### src/rtl/fifo_wr_arbiter.sv
// rtl/fifo_wr_arbiter.sv - round-robin burst arbiter sharing one sync_fifo write port
// Registered grant per burst; data and handshakes are steered combinationally from the owner.
module fifo_wr_arbiter #(
  parameter int NUM_REQ    = 4,
  parameter int DATA_WIDTH = 64,
  parameter int MAX_BURST  = 8,
  parameter int WR_DEPTH   = 16
) (
  input  logic                          clock,
  input  logic                          reset,
  input  logic [NUM_REQ-1:0]            req_valid,
  input  logic [NUM_REQ*DATA_WIDTH-1:0] req_data,
  input  logic [NUM_REQ-1:0]            req_last,
  output logic [NUM_REQ-1:0]            req_ready,
  input  logic                          fifo_full,
  input  logic [$clog2(WR_DEPTH):0]     fifo_wr_data_space,
  output logic                          fifo_wr_en,
  output logic [DATA_WIDTH-1:0]         fifo_din,
  output logic [NUM_REQ-1:0]            grant,
  output logic [$clog2(NUM_REQ)-1:0]    grant_id,
  output logic                          busy
);
  localparam int IDW = $clog2(NUM_REQ);
  localparam int CW  = (MAX_BURST > 1) ? $clog2(MAX_BURST) : 1;

  typedef enum logic {IDLE, BURST} state_t;

  state_t          state;
  logic [IDW-1:0]  last_id;
  logic [CW-1:0]   beat_cnt;

  logic [DATA_WIDTH-1:0] req_slice [NUM_REQ];
  for (genvar i = 0; i < NUM_REQ; i++) begin : g_slice
    assign req_slice[i] = req_data[i*DATA_WIDTH +: DATA_WIDTH];
  end

  // Scan from last_id+1 upward; iterating downward lets the nearest candidate win.
  logic               win_found;
  logic [IDW-1:0]     win_id;
  logic [IDW-1:0]     cand;
  logic [NUM_REQ-1:0] win_onehot;
  always_comb begin
    win_found  = 1'b0;
    win_id     = '0;
    cand       = '0;
    win_onehot = '0;
    for (int k = NUM_REQ; k >= 1; k--) begin
      cand = IDW'((int'(last_id) + k) % NUM_REQ);
      if (req_valid[cand]) begin
        win_found = 1'b1;
        win_id    = cand;
      end
    end
    win_onehot[win_id] = 1'b1;
  end

  logic in_burst;
  logic xfer;
  logic burst_end;

  assign in_burst   = (state == BURST);
  assign xfer       = in_burst & req_valid[grant_id] & ~fifo_full;
  assign burst_end  = xfer & (req_last[grant_id] | (beat_cnt == CW'(MAX_BURST - 1)));
  assign req_ready  = (in_burst & ~fifo_full) ? grant : '0;
  assign fifo_wr_en = xfer;
  assign fifo_din   = in_burst ? req_slice[grant_id] : '0;

  always_ff @(posedge clock) begin
    if (reset) begin
      state    <= IDLE;
      grant    <= '0;
      grant_id <= '0;
      last_id  <= IDW'(NUM_REQ - 1);
      beat_cnt <= '0;
      busy     <= 1'b0;
    end else begin
      case (state)
        IDLE: begin
          if (win_found && (fifo_wr_data_space != '0)) begin
            state    <= BURST;
            grant    <= win_onehot;
            grant_id <= win_id;
            beat_cnt <= '0;
            busy     <= 1'b1;
          end
        end
        BURST: begin
          if (burst_end) begin
            state    <= IDLE;
            grant    <= '0;
            last_id  <= grant_id;
            beat_cnt <= '0;
            busy     <= 1'b0;
          end else if (xfer) begin
            beat_cnt <= beat_cnt + 1'b1;
          end
        end
        default: begin
          state <= IDLE;
          grant <= '0;
          busy  <= 1'b0;
        end
      endcase
    end
  end

endmodule

### config.mk
export PLATFORM = sky130hd
export DESIGN_NAME = fifo_wr_arbiter
export DESIGN_NICKNAME = d
export VERILOG_FILES = /design/src/rtl/fifo_wr_arbiter.sv
export SDC_FILE = /design/constraint.sdc
export NUM_CORES = 1
export LEC_CHECK = 0
export CAP_MARGIN = 10
export CELL_PAD_IN_SITES_DETAIL_PLACEMENT = 0
export CELL_PAD_IN_SITES_GLOBAL_PLACEMENT = 1
export CORE_AREA = 2 2 134 136
export DETAILED_ROUTE_END_ITERATION = 12
export DIE_AREA = 0 0 136 138
export DONT_BUFFER_PORTS = 1
export PLACE_DENSITY = 0.35
export SLEW_MARGIN = 20
export SYNTH_ARGS = -nofsm -noshare
export SYNTH_HDL_FRONTEND = slang
export SYNTH_SLANG_ARGS = --single-unit
### constraint.sdc
create_clock -name clock -period 5.4 [get_ports clock]
set_clock_uncertainty 0.1 [all_clocks]
set_input_delay 1.08 -clock clock [delete_from_list [all_inputs] [get_ports clock]]
set_output_delay 1.08 -clock clock [all_outputs]
set_load 0.02 [all_outputs]
==> results of run 1 <==
worst max-delay path: cells and delay by family (launching register included):
kind / cells / cell delay [ns]
flip-flops: 1 / 0.65
buffers and inverters: 2 / 0.58
multiplexers: 1 / 0.50
AND/OR/NAND/NOR: 1 / 0.24
cells by family (layout without fill, tap and decap cells):
logic type	after synthesis	in the layout	synth area share
compound gates	19	19	0.04834
fa+ha+maj	2	2	0.009384
buf+inv	28	10	0.04880
flops	13	13	0.09761
mux	69	69	0.5641
other cells	0	2	0
simple gates	104	104	0.2318
layout by cell type (no fill, tap or decap), types with 2 or more instances in the layout:
cell       instances
a211oi_1           2
a21oi_1            6
a22oi_1            2
a32oi_1            2
and2_1            70
buf_4              2
clkbuf_16          3
dfxtp_1           10
dfxtp_4            3
diode_2            2
ha_1               2
inv_1              3
mux2i_1            4
mux4_2            65
nand2_1            4
nand2b_1           4
nand3_1            4
nand3b_1           3
nor2_1            11
nor2b_1            3
o21ai_0            2
final cells by class:
type	count	area share
Sequential cell	13	0.09133
Clock inverter	1	0.001684
Clock buffer	3	0.02525
Timing Repair Buffer	3	0.01431
Inverter	3	0.003788
Multi-Input combinational cell	194	0.7656
Tap cell	229	0.09638
Antenna cell	2	0.001684
layer usage:
metal	vias to the layer above	GRT usage
met2	180	0.1791
met1	1092	0.1379
met3	14	0.04547
li1	895	-
met5	-	0
met4	6	0.01425
per-stage QoR:
stage,worst slack (ns),util,power (mW)
after floorplan,2.324,-,0.4087
after global routing,1.786,0.1693,0.6259
after global placement,1.972,0.1630,0.4464
after CTS,1.661,0.1675,0.5940
final,1.978,0.1695,0.5885
after detailed placement,1.926,0.1630,0.4488
report_power, final:
group	internal (mW)	total, mW	switching (mW)
combinational	0.152	0.299	0.147
clock	0.0987	0.142	0.0436
sequential	0.103	0.147	0.0442
synthesized netlist by cell type, types with 2 or more instances:
library cell   n  share of area
nand3b_1       3         0.0084
dfxtp_1       13          0.098
buf_1          4         0.0056
nand2_1        4         0.0056
buf_6          2         0.0084
a211oi_1       2         0.0056
buf_2          8          0.015
nor2_1        11          0.015
o21ai_0        2         0.0038
and2_1        70           0.16
mux4_2        65           0.55
nand2b_1       4         0.0094
a22oi_1        2         0.0056
clkbuf_1      11          0.015
a21oi_1        6          0.011
nand3_1        4         0.0075
inv_1          3         0.0042
nor2b_1        3         0.0070
a32oi_1        2         0.0066
mux2i_1        4          0.015
ha_1           2         0.0094
worst paths after layout:
kind	startpoint	to	slack, ns	depth (start not counted)
max	grant_id[0]	fifo_din[3]	1.98	4
min	beat_cnt[2]	beat_cnt[2]	0.41	2
max reg2reg	grant_id[1]	grant[0]	2.87	5
min reg2reg	beat_cnt[2]	beat_cnt[2]	0.41	2
flip-flops by register name, indices dropped and copies added (netlist names):
| name | cells |
|---|---|
| grant | 4 |
| last_id | 2 |
| busy | 1 |
| grant_id | 2 |
| beat_cnt | 3 |
| in_burst | 1 |
==> summary.md, run 1 <==
| Metric | Value |
|---|---|
| Max Transition Viols Final | 0 |
| Gpl congestion | approximately 0.79 |
| Vias in the first global route | 2221 |
| Max Clock Freq | between 200 and 300 MHz |
| Placed wire-length estimate | 9505 um |
| Post-route clock period utilization | 0.6337 |
| Port Buffers | 0 |
| Setup bufs post-CTS | 0 |
| CTS clock-pin slew for the worst setup and hold paths | ~0.050 ns |
| Crit end category | output pin |
| Layout area overhead | 11.50% |
| Routed wl met2 | approximately 5500 um |
| WS Path Type | flip-flop to output pin |
| Post-synth EDFFs | 0 |
| Routed wire length | 11400 um |
| Core ar. | about 18000 sq um |
| DR WL met3 | 1446 um |
| GRT overflow | 0 |
| Final hold viol count | 0 |
| Width of the chip | 136 um |
| Starting Density | 0.1521 |
| Final-stage net count | between 400 and 500 |
| Synth cell types | 31 |
| Slew at the pin closest to its max-slew limit | a little under 1 ns |
| Design Area, Final | 2973 sq um |
| Initial antenna violation count | 7 |
| Final Setup Violations | 0 |
| Initial DRC Count | 118 |
| PostCTS Resize Cnt | 0 |
| CP max stage delay | between 0.6 and 0.7 ns |
| DIE AREA | approximately 19000 sq um |
| CP max-delay cell | dfxtp_4 |
| Cts bufs inserted | 3 |
| Ys Warns | 0 |
| Min Tclk post-route | ~3.4 ns |
| Register bit total from synthesis | 13 |
| Cells along the critical path | buf_16 > buf_4 > mux4_2 > and2_1 |
| Num Clock Sinks | 13 |
| Worst-skew pair later-pin latency | between 0.2 and 0.25 ns |
| Ports | 348 |
| Area of the multi-input gates | between 2000 and 2500 sq um |
| Top routing layer in use | met5 |
| DR vias/cell | a little under 5 |
| Cts hold-fix bufs | 0 |
| Pwr dens | around 200 nW/um^2 |
| First-pass GRT wire length | 15480 um |
| Sequential area share after synthesis | 0.09761 |
| Max-slew headroom | 0.3415 |
| Post-Place Cells | about 440 |
| Post-synth net total | 509 |
| Total GRT Usage | 0.1093 |
| Status | completed |
| # rows | a little under 50 |
| CP arrival | ~2.2 ns |
| Max Cap Violations | 0 |
| Layout fillers | just under 2000 |
| CTS H-tree lvls | 1 |
| TritonCTS clock tree | yes |
| Crit Path Max Fanout | 35 |
| Cells after Synth | around 240 |
| DRC errors left | 0 |
| Routed met1 length | between 4000 and 5000 um |
| Critical path data required time | between 4 and 5 ns |
| FF/Latch Area | 271.5 sq um |
| Die span in y | between 100 and 150 um |
| Drt first pass iters | 7 |
| Peak supply drop | around 0.00015 V |
| Post-Layout Cell Count | about 450 |
| Synth Area per Inst | 11.35 sq um |
| Setup TNS | 0 ns |
| Largest net degree at the start of global routing | between 70 and 80 |
| Worst hold path class | flip-flop to flip-flop |
| Post-synth ARST share | 0 |
| CP startpoint kind | flip-flop |
| Clock Tree Buf Depth | 2 |
| Detail Route Antenna Nets | 0 |
| RSZ-0062 raised after global routing | false |
| Leakage power | about 0.87 nW |
| Via count | about 2200 |
| DP Area | ~2900 sq um |
| Worst hold slack | 0.4052 ns |
| Synthesized cell area | between 2000 and 3000 sq um |
| WL/cell | ~25 um |
| Root buf cell | clkbuf_16 |
| Post-synth top flop | dfxtp_1 |
| Layout cells sized above 1 | 0.3641 |
(Power assumes the default switching activity.)
==> run 2, diff against run 1 <==
--- a/config.mk
+++ b/config.mk
@@ -12,7 +12,7 @@
 export DETAILED_ROUTE_END_ITERATION = 12
 export DIE_AREA = 0 0 136 138
 export DONT_BUFFER_PORTS = 1
-export PLACE_DENSITY = 0.35
+export PLACE_DENSITY = 0.36
 export SLEW_MARGIN = 20
 export SYNTH_ARGS = -nofsm -noshare
 export SYNTH_HDL_FRONTEND = slang
==> constraint.sdc (replaced) <==
create_clock -name clock -period 2.8 [get_ports clock]
set_clock_uncertainty 0.1 [all_clocks]
set_input_delay 0.56 -clock clock [delete_from_list [all_inputs] [get_ports clock]]
set_output_delay 0.56 -clock clock [all_outputs]
set_load 0.02 [all_outputs]
==> summary.md, run 2 (synthesized netlist as in run 1, its figures left out) <==
| Metric | Value |
|---|---|
| Die span in y | 138 um (unchanged) |
| PostCTS Resize Cnt | 0 (unchanged) |
| Setup bufs post-CTS | 0 (unchanged) |
| # rows | 49 (unchanged) |
| Worst R2R Setup Slack | 0.62 ns (-2.25 ns) |
| Largest registers | grant (4), beat_cnt (3) |
| CP arrival | 1.77 ns (-0.47 ns) |
| Fin worst setup slack | 0.3731 ns (-1.605 ns) |
| Commonest non-fill, non-tap cell in the layout | and2_1 |
| Min-delay src | reset |
| CP startpoint kind | flip-flop |
| Detail Route Antenna Nets | 0 (unchanged) |
| Worst-skew pair later-pin latency | 0.25 ns (about the same) |
| Max Cap Violations | 0 (unchanged) |
| Min Tclk post-route | ~2.4 ns |
| Leakage power | 0.8844 nW (+1.8%) |
| Pwr dens | 379.9 nW/um^2 (+92%) |
| Initial antenna violation count | 5 (-2) |
| Biggest register | grant |
| TritonCTS clock tree | yes |
| Num Clock Sinks | 13 (unchanged) |
| Routed wire length | 11660 um (+2.3%) |
| Root buf cell | clkbuf_16 |
| Post-route clock period utilization | 0.8667 |
| Initial DRC Count | 112 (-5.1%) |
| Vias in the first global route | 2220 (-0.045%) |
| WL/cell | 25.91 um (+1.8%) |
| GRT overflow | 0 (unchanged) |
| Via count | 2213 (+1.2%) |
| Placed wire-length estimate | 10190 um (+7.2%) |
| Layout fillers | 1967 (-0.25%) |
| Largest net degree at the start of global routing | 41 (-42%) |
| Crit end category | output pin |
| Setup TNS | 0 ns (unchanged) |
| DRC errors left | 0 (unchanged) |
| Layout area overhead | 12.76% |
| Total GRT Usage | 0.1128 (+0.003510) |
| Max-slew headroom | 0.5492 (+0.2076) |
| Final Setup Violations | 0 (unchanged) |
| DR vias/cell | 4.918 (+0.74%) |
| Clock Tree Buf Depth | 2 (unchanged) |
| Post-Layout Cell Count | 450 (+0.45%) |
| Worst hold path class | input pin to flip-flop |
| Max FFs per register | 4 (unchanged) |
| Cts bufs inserted | 3 (unchanged) |
| Slew at the pin closest to its max-slew limit | 0.6722 ns (-0.3155 ns) |
| Critical path data required time | 2.14 ns (-2.08 ns) |
| Port Buffers | 0 (unchanged) |
| CTS clock-pin slew for the worst setup and hold paths | 0.05 ns (about the same) |
| Status | completed |
| Final-stage net count | 495 (+0.61%) |
| Gpl congestion | 0.8200 (+4.4%) |
| Endpoint of the worst hold path | in_burst |
| Hold depth | 1 (-1) |
| Cts hold-fix bufs | 0 (unchanged) |
| CTS H-tree lvls | 1 (unchanged) |
| Drt first pass iters | 4 (-3) |
| Width of the chip | 136 um (unchanged) |
| Max Transition Viols Final | 0 (unchanged) |
| DIE AREA | 18770 sq um (unchanged) |
| Placement Setup Slack | 0.6037 ns (-1.322 ns) |
| RSZ-0062 raised after global routing | false |
| R2R depth | 6 (+1) |
| Layout cells sized above 1 | 0.3682 (+0.004127) |
| Core ar. | 17530 sq um (unchanged) |
| Post-Place Cells | 445 (+0.91%) |
| WS Path Type | flip-flop to output pin |
| First-pass GRT wire length | 15950 um (+3.0%) |
| RR Endpoint | beat_cnt[1] |
| Peak supply drop | 0.0001689 V (+12%) |
| Starting Density | 0.1521 (unchanged) |
| Crit Path Max Fanout | 34 (-2.9%) |
| Worst reg2reg startpoint | grant_id[0] |
| Ports | 348 (unchanged) |
| Max Clock Freq | slightly above 400 MHz |
| Commonest non-fill, non-tap cells in the layout | and2_1, mux4_2, nor2_1, dfxtp_1, a21oi_1 |
| Final hold viol count | 0 (unchanged) |
run 2: cell count changes in the layout (fill, tap and decap cells not counted):
cell      before  now
buf_12         0    3
buf_16         1    0
buf_4          2    3
clkbuf_1       0    1
clkinv_2       1    0
dfxtp_2        0    1
dfxtp_4        3    2
diode_2        2    1
run 2: cell type report:
class | instances | area [sq um] | area share
Antenna cell | 1 | 2.502 | 0.0008323
Sequential cell | 13 | 269.0 | 0.08947
Tap cell | 229 | 286.5 | 0.09530
Timing Repair Buffer | 6 | 82.58 | 0.02747
Multi-Input combinational cell | 194 | 2276 | 0.7570
Clock buffer | 4 | 78.83 | 0.02622
Inverter | 3 | 11.26 | 0.003745
run 2: worst max-delay path by stage:
| stage | from | to | cells after the start |
|---|---|---|---|
| after floorplan | grant_id[0] | fifo_din[0] | 5 |
| after detailed placement | grant_id[0] | beat_cnt[1] | 6 |
| after global placement | grant_id[0] | beat_cnt[2] | 6 |
| final | grant_id[0] | fifo_wr_en | 3 |
| after CTS | grant_id[0] | fifo_wr_en | 3 |
| after global routing | grant_id[0] | fifo_wr_en | 3 |
run 2: where the power goes:
part | switching (mW) | internal [mW] | total, mW
Clock | 0.0861 | 0.193 | 0.279
Sequential | 0.0228 | 0.198 | 0.221
Combinational | 0.343 | 0.300 | 0.642
run 2: metal layers:
metal	wire (um)	share of wire	GRT usage
met5	27	0.0023	0
met4	106	0.0091	0.01371
met3	1302	0.11	0.03264
met2	5508	0.47	0.1814
met1	4713	0.40	0.1545
run 2: through the flow:
stage                     cell area [sq um]  power (mW)  hold WS [ns]    util
after global placement                 2925      0.8723        0.4039  0.1668
after floorplan                        2666      0.7881        0.3692       -
after detailed placement               2925      0.8764        0.3964  0.1668
after CTS                              3004       1.158        0.2684  0.1713
final                                  3007       1.142        0.2732  0.1715
after global routing                   3007       1.206        0.2702  0.1715
run 2: critical path: stages, from the launching register on:
cell and delay (ns):
dfxtp_4 0.37, buf_12 0.26, mux4_2 0.55, and2_1 0.33
